`src/rtl/atctlc2axi500_arb_rr_lock_if.sv`:
```
// Handshake bundle between N upstream requesters and the shared downstream channel
// of atctlc2axi500_arb_rr_lock. The arbiter uses the master modport.
interface atctlc2axi500_arb_rr_lock_if #(
  parameter int unsigned N  = 4,
  parameter int unsigned DW = 32,
  parameter int unsigned IW = 2
);
  logic [N-1:0]    valids;
  logic [N-1:0]    lasts;
  logic [N*DW-1:0] datas;
  logic [N-1:0]    readys;
  logic [N-1:0]    grants;
  logic            valid;
  logic            last;
  logic [DW-1:0]   data;
  logic            ready;
  logic [IW-1:0]   gnt_idx;
  logic            locked;

  modport master (
    input  valids, lasts, datas, ready,
    output readys, grants, valid, last, data, gnt_idx, locked
  );

  modport slave (
    output valids, lasts, datas, ready,
    input  readys, grants, valid, last, data, gnt_idx, locked
  );
endinterface

```
`src/rtl/atctlc2axi500_arb_rr_lock.sv`:
```
// Round-robin valid/ready arbiter with burst locking; purely combinational datapath.
// Define ATCTLC2AXI500_ARB_RR_EN for rotating priority; otherwise fixed priority (bit 0 highest).
module atctlc2axi500_arb_rr_lock #(
  parameter int unsigned N  = 4,
  parameter int unsigned DW = 32,
  parameter int unsigned IW = 2
) (
  input  logic                            aclk,
  input  logic                            aresetn,
  atctlc2axi500_arb_rr_lock_if.master     bus
);

  typedef enum logic {
    IDLE   = 1'b0,
    LOCKED = 1'b1
  } state_e;

  state_e        state_q, state_d;
  logic [IW-1:0] lock_id_q, lock_id_d;
  logic [IW-1:0] ptr;

  logic          win_vld;
  logic [IW-1:0] win_idx;
  logic [N-1:0]  grants_c;
  logic          valid_c;
  logic [IW-1:0] gnt_idx_c;
  logic [DW-1:0] data_c;
  logic          last_c;
  logic          xfer;

  // First set bit of valids searching upward from ptr, wrapping N-1 -> 0.
  always_comb begin
    int unsigned cand;
    logic [IW-1:0] cand_idx;
    win_vld  = 1'b0;
    win_idx  = '0;
    cand     = 0;
    cand_idx = '0;
    for (int unsigned k = 0; k < N; k++) begin
      cand     = (32'(ptr) + k) % N;
      cand_idx = IW'(cand);
      if (!win_vld && bus.valids[cand_idx]) begin
        win_vld = 1'b1;
        win_idx = cand_idx;
      end
    end
  end

  always_comb begin
    grants_c  = '0;
    valid_c   = 1'b0;
    gnt_idx_c = '0;
    if (state_q == LOCKED) begin
      valid_c   = bus.valids[lock_id_q];
      grants_c  = valid_c ? (N'(1) << lock_id_q) : '0;
      gnt_idx_c = lock_id_q;
    end else begin
      valid_c   = |bus.valids;
      grants_c  = win_vld ? (N'(1) << win_idx) : '0;
      gnt_idx_c = win_idx;
    end
  end

  // One-hot OR mux keeps data and last at zero when nothing is granted.
  always_comb begin
    data_c = '0;
    last_c = 1'b0;
    for (int unsigned k = 0; k < N; k++) begin
      if (grants_c[k]) begin
        data_c = data_c | bus.datas[k*DW +: DW];
        last_c = last_c | bus.lasts[k];
      end
    end
  end

  assign xfer = valid_c & bus.ready;

  always_comb begin
    state_d   = state_q;
    lock_id_d = lock_id_q;
    case (state_q)
      IDLE: begin
        if (xfer && !last_c) begin
          state_d   = LOCKED;
          lock_id_d = win_idx;
        end
      end
      LOCKED: begin
        if (xfer && last_c) state_d = IDLE;
      end
      default: state_d = IDLE;
    endcase
  end

  always_ff @(posedge aclk or negedge aresetn) begin
    if (!aresetn) begin
      state_q   <= IDLE;
      lock_id_q <= '0;
    end else begin
      state_q   <= state_d;
      lock_id_q <= lock_id_d;
    end
  end

`ifdef ATCTLC2AXI500_ARB_RR_EN
  logic [IW-1:0] ptr_q, ptr_d;

  // gnt_idx is the winner in IDLE and lock_id in LOCKED, so one rule covers both states.
  always_comb begin
    ptr_d = ptr_q;
    if (xfer && last_c) begin
      ptr_d = (gnt_idx_c == IW'(N-1)) ? '0 : gnt_idx_c + 1'b1;
    end
  end

  always_ff @(posedge aclk or negedge aresetn) begin
    if (!aresetn) ptr_q <= '0;
    else          ptr_q <= ptr_d;
  end

  assign ptr = ptr_q;
`else
  assign ptr = '0;
`endif

  assign bus.grants  = grants_c;
  assign bus.readys  = grants_c & {N{bus.ready}};
  assign bus.valid   = valid_c;
  assign bus.last    = last_c;
  assign bus.data    = data_c;
  assign bus.gnt_idx = gnt_idx_c;
  assign bus.locked  = (state_q == LOCKED);

endmodule
```
`src/flat_wrapper.sv`:
```
// flat-port wrapper written by rule: the top's interface ports become plain ports
module atctlc2axi500_arb_rr_lock_flat 
#(
  parameter int unsigned N  = 4,
  parameter int unsigned DW = 32,
  parameter int unsigned IW = 2
)
  (aclk, aresetn, bus_valids, bus_lasts, bus_datas, bus_ready, bus_readys, bus_grants, bus_valid, bus_last, bus_data, bus_gnt_idx, bus_locked);
  atctlc2axi500_arb_rr_lock_if #(.N(N), .DW(DW), .IW(IW)) bus_i ();
  input  logic aclk;
  input  logic aresetn;
  input wire logic [$bits(bus_i.valids)-1:0] bus_valids;
  input wire logic [$bits(bus_i.lasts)-1:0] bus_lasts;
  input wire logic [$bits(bus_i.datas)-1:0] bus_datas;
  input wire logic [$bits(bus_i.ready)-1:0] bus_ready;
  output wire logic [$bits(bus_i.readys)-1:0] bus_readys;
  output wire logic [$bits(bus_i.grants)-1:0] bus_grants;
  output wire logic [$bits(bus_i.valid)-1:0] bus_valid;
  output wire logic [$bits(bus_i.last)-1:0] bus_last;
  output wire logic [$bits(bus_i.data)-1:0] bus_data;
  output wire logic [$bits(bus_i.gnt_idx)-1:0] bus_gnt_idx;
  output wire logic [$bits(bus_i.locked)-1:0] bus_locked;
  assign bus_i.valids = bus_valids;
  assign bus_i.lasts = bus_lasts;
  assign bus_i.datas = bus_datas;
  assign bus_i.ready = bus_ready;
  assign bus_readys = bus_i.readys;
  assign bus_grants = bus_i.grants;
  assign bus_valid = bus_i.valid;
  assign bus_last = bus_i.last;
  assign bus_data = bus_i.data;
  assign bus_gnt_idx = bus_i.gnt_idx;
  assign bus_locked = bus_i.locked;
  atctlc2axi500_arb_rr_lock #(.N(N), .DW(DW), .IW(IW)) u_core (.aclk(aclk), .aresetn(aresetn), .bus(bus_i));
endmodule
```
`config.mk`:
```
export PLATFORM = sky130hd
export DESIGN_NAME = atctlc2axi500_arb_rr_lock_flat
export DESIGN_NICKNAME = d
export VERILOG_FILES = /design/src/rtl/atctlc2axi500_arb_rr_lock_if.sv /design/src/rtl/atctlc2axi500_arb_rr_lock.sv /design/src/flat_wrapper.sv
export SDC_FILE = /design/constraint.sdc
export NUM_CORES = 1
export LEC_CHECK = 0
export BUFFER_PORTS_ARGS = -buffer_cell sky130_fd_sc_hd__buf_2
export CORE_MARGIN = 8
export CORE_UTILIZATION = 29
export DETAILED_ROUTE_END_ITERATION = 10
export PLACE_DENSITY_LB_ADDON = 0.05
export SLEW_MARGIN = 25
export SYNTH_ARGS = -nofsm -noshare
export SYNTH_HDL_FRONTEND = slang
export SYNTH_SLANG_ARGS = --single-unit
```
`constraint.sdc`:
```
create_clock -name aclk -period 2.1 [get_ports aclk]
set_input_delay 0.315 -clock aclk [delete_from_list [all_inputs] [get_ports aclk]]
set_output_delay 0.315 -clock aclk [all_outputs]
set_load 0.02 [all_outputs]
```
==> flow_summary.yaml <==
clock_tree:
  clk_pin_slew_ns: 0.03
  numClockSinks: 3
  htreeDepth: 1
  clock_latency_ns: 0.22
  cts_buffers: 3
  clockBufferDepth: 2
  cts_tree: "yes"
  cts_root_buf: "clkbuf_8"
synth:
  synth_most_common_cell: "a22o_1"
  synthDominantCellAreaShare_pct: 27.5
  synthCells: 141
  synth_cell_types: 36
  async_flop_share_pct: 100
  syn_nets: 280
  postSynthAreaPerCell_sq_um: 8.27
  synth-main-ff-cell: "dfrtp_1"
  ys_top_cells_by_count: "a22o_1 (33), a221o_1 (32), buf_2 (9), clkbuf_1 (7), nand2_1 (7)"
  synth_top_area_cell: "a221o_1"
  yosys_warnings: 0
  ys_seq_area_share_pct: 6.44
  synth_edf_count: 0
  synth_area_sq_um: 1170
  ys_ff_latch: 3
  synth_area_leaders: "a221o_1 (27%), a22o_1 (25%), dfrtp_1 (6.4%), buf_2 (3.9%), buf_8 (3.9%)"
final_layout:
  stdcell_area_sq_um: 2650
  finalNonFillerCells: 381
  register_area_sq_um: 75.1
  layout-drive-gt1-share_pct: 65.9
  multi_input_area_sq_um: 983
  filler_cell_count: 336
  n_antenna_cell: 0
  fin_nets: 471
  area_growth_syn_to_layout_pct: 127
setup_path:
  cp.depth: 8
  worst_setup_path_start_kind: "flop"
  critical_path.slowest_cell: "dfrtp_1"
  worst-endpoint-arrival_ns: 1.84
  r2r_cells: 6
  crit_chain: "buf_6, buf_6, nand3b_1, o21ai_2, and2_4, clkbuf_16, a221o_1, buf_6"
  endpoint: "bus_data[0]"
  crit_start: "u_core.bus.locked"
  worstSetupEndpointType: "primary output"
  cpMostUsedCell: "buf_6"
  worst_path_largest_cell_delay_ns: 0.37
  reg2reg_to: "u_core.lock_id_q[0]"
  rrSetupSlack_ns: 0.29
  crit_path_max_fanout: 8
  critical-path-top-delay-family: "buffers and inverters"
  r2r_start: "u_core.bus.locked"
  path_class: "reg -> out"
  path_buf_inv: 4
  required_ns: 1.78
run_status:
  violations: "negative setup slack"
  status: "finished with violations"
sta:
  finalSetupViolCount: 20
  slew_viol_final: 0
  whs_ns: 0.427
  hold_viol_final: 0
  fin_worst_skew_ns: 0.0000735
  layout_setup_ws_ns: -0.0533
  worstMarginPinSlew_ns: 0.436
  timing.final.crit_period_ns: 2.15
  slew_headroom_pct: 70.7
  period_share_pct: 103
  fmax_mhz: 464
  fin_setup_tns_ns: -0.455
  rsz0062_at_grt: "true"
power:
  total_power_mw: 3.09
  ir_drop_uv: 452
  powerDensity_nw_per_um2: 1160
  power_leakage_nw: 1.43
global_routing:
  grt_usage_pct: 21.2
  grt_max_degree: 35
  grt_pass1_wl_mm: 10.8
  antenna_found_initial: 0
  grt_pass1_vias: 2063
  grt-ovfl-total: 0
routing:
  wl_per_cell_microns: 21.5
  via_count: 2147
  drtIter0Drc: 106
  drt-pass1-iter-count: 4
  detail-route-antenna-nets: 0
  drc: 0
  routed_wl_mm: 8.18
  viasPerCell: 5.64
placement:
  detailed_place_hpwl_mm: 5.80
  gp_congestion: 0.882
  dpl-instance-area_sq_um: 2120
  dpl.cell_count: 362
  port_buffers: 183
die:
  io-pin-count: 184
  die_h_microns: 79.4
  start_util_pct: 29.6
  rows: 23
  die_area_sq_um: 6310
  core_area_sq_um: 3940
  fp.dieW_microns: 79.4
run:
  maxCapViolations: 0
hold_path:
  hold_path.class: "in -> async"
## worst min-delay path by stage
| stage | slack [ns] | depth (start not counted) | endpoint | start |
|---|---|---|---|---|
| floorplan | 0.02 | 0 | u_core.bus.locked | aresetn |
| global placement | 0.11 | 1 | u_core.lock_id_q[0] | aresetn |
| detailed placement | 0.11 | 1 | u_core.lock_id_q[0] | aresetn |
| CTS | 0.42 | 2 | u_core.lock_id_q[0] | aresetn |
| global route | 0.43 | 2 | u_core.bus.locked | aresetn |
| finish | 0.43 | 2 | u_core.lock_id_q[0] | aresetn |
## flip-flops by register name, summed over array words and instances (netlist names)
register	count
u_core.lock_id_q	2
u_core.bus.locked	1
## where the power goes
| part | internal, mW | leakage [nW] | total, mW | switching (mW) |
|---|---|---|---|---|
| clock | 0.130 | 0.0228 | 0.169 | 0.0391 |
| sequential | 0.0839 | 0.0361 | 0.0986 | 0.0147 |
| combinational | 1.45 | 1.37 | 2.82 | 1.37 |
| total | 1.67 | 1.43 | 3.09 | 1.42 |
## area by class of cell
class	instances	share of cell area, %
Timing Repair Buffer	208	55.8
Clock buffer	4	1.70
Inverter	2	0.283
Multi-Input combinational cell	114	37.1
Tap cell	50	2.36
Sequential cell	3	2.83
## cell families after synthesis
family                 share of synthesized area (%)
AOI/OAI and AO/OA                               63.2
and+or+nand+nor                                 12.8
buffers and inverters                           13.5
muxes                                           4.08
DFF                                             6.44
## placed cells by master, fill, tap and decap left out, types with 2 or more instances in the layout
cell | Yosys | routed
buf_2 | 9 | 153
buf_6 | 3 | 34
a22o_1 | 33 | 33
a221o_1 | 32 | 32
buf_4 | 0 | 9
nand2_1 | 7 | 7
nor2_1 | 6 | 5
buf_12 | 0 | 4
o21ai_0 | 3 | 3
clkbuf_8 | 0 | 3
buf_16 | 0 | 3
clkbuf_16 | 0 | 3
dfrtp_1 | 3 | 3
nor3_1 | 2 | 2
and2_4 | 0 | 2
and2_1 | 4 | 2
and3_1 | 2 | 2
inv_1 | 2 | 2
## metrics by stage
stage          util (%)  worst slack [ns]
6_report           67.3           -0.0533
5_1_grt            67.3            -0.103
4_1_cts            58.6           -0.0781
3_5_place_dp       53.8             0.121
3_3_place_gp       53.8             0.148
2_1_floorplan         -            0.0385
## layer usage
layer  vias up  global-route usage (%)  share of wire, %
met5         -                       0                 0
met4         0                    5.56               1.7
met3         8                    6.19                11
met2       148                    36.2                49
met1       993                    25.0                38
li1        998                       -                 -
## repair_timing
action / in CTS / in global routing
gates resized for setup: 12 / 65
setup buffers: 3 / 2
pin swaps: 0 / 27
cloned: 3 / 6
hold buffers: 1 / 0
endpoints found under the setup margin: 32 / 33
hold endpoints to repair: 3 / 0
(Power assumes the default switching activity.)
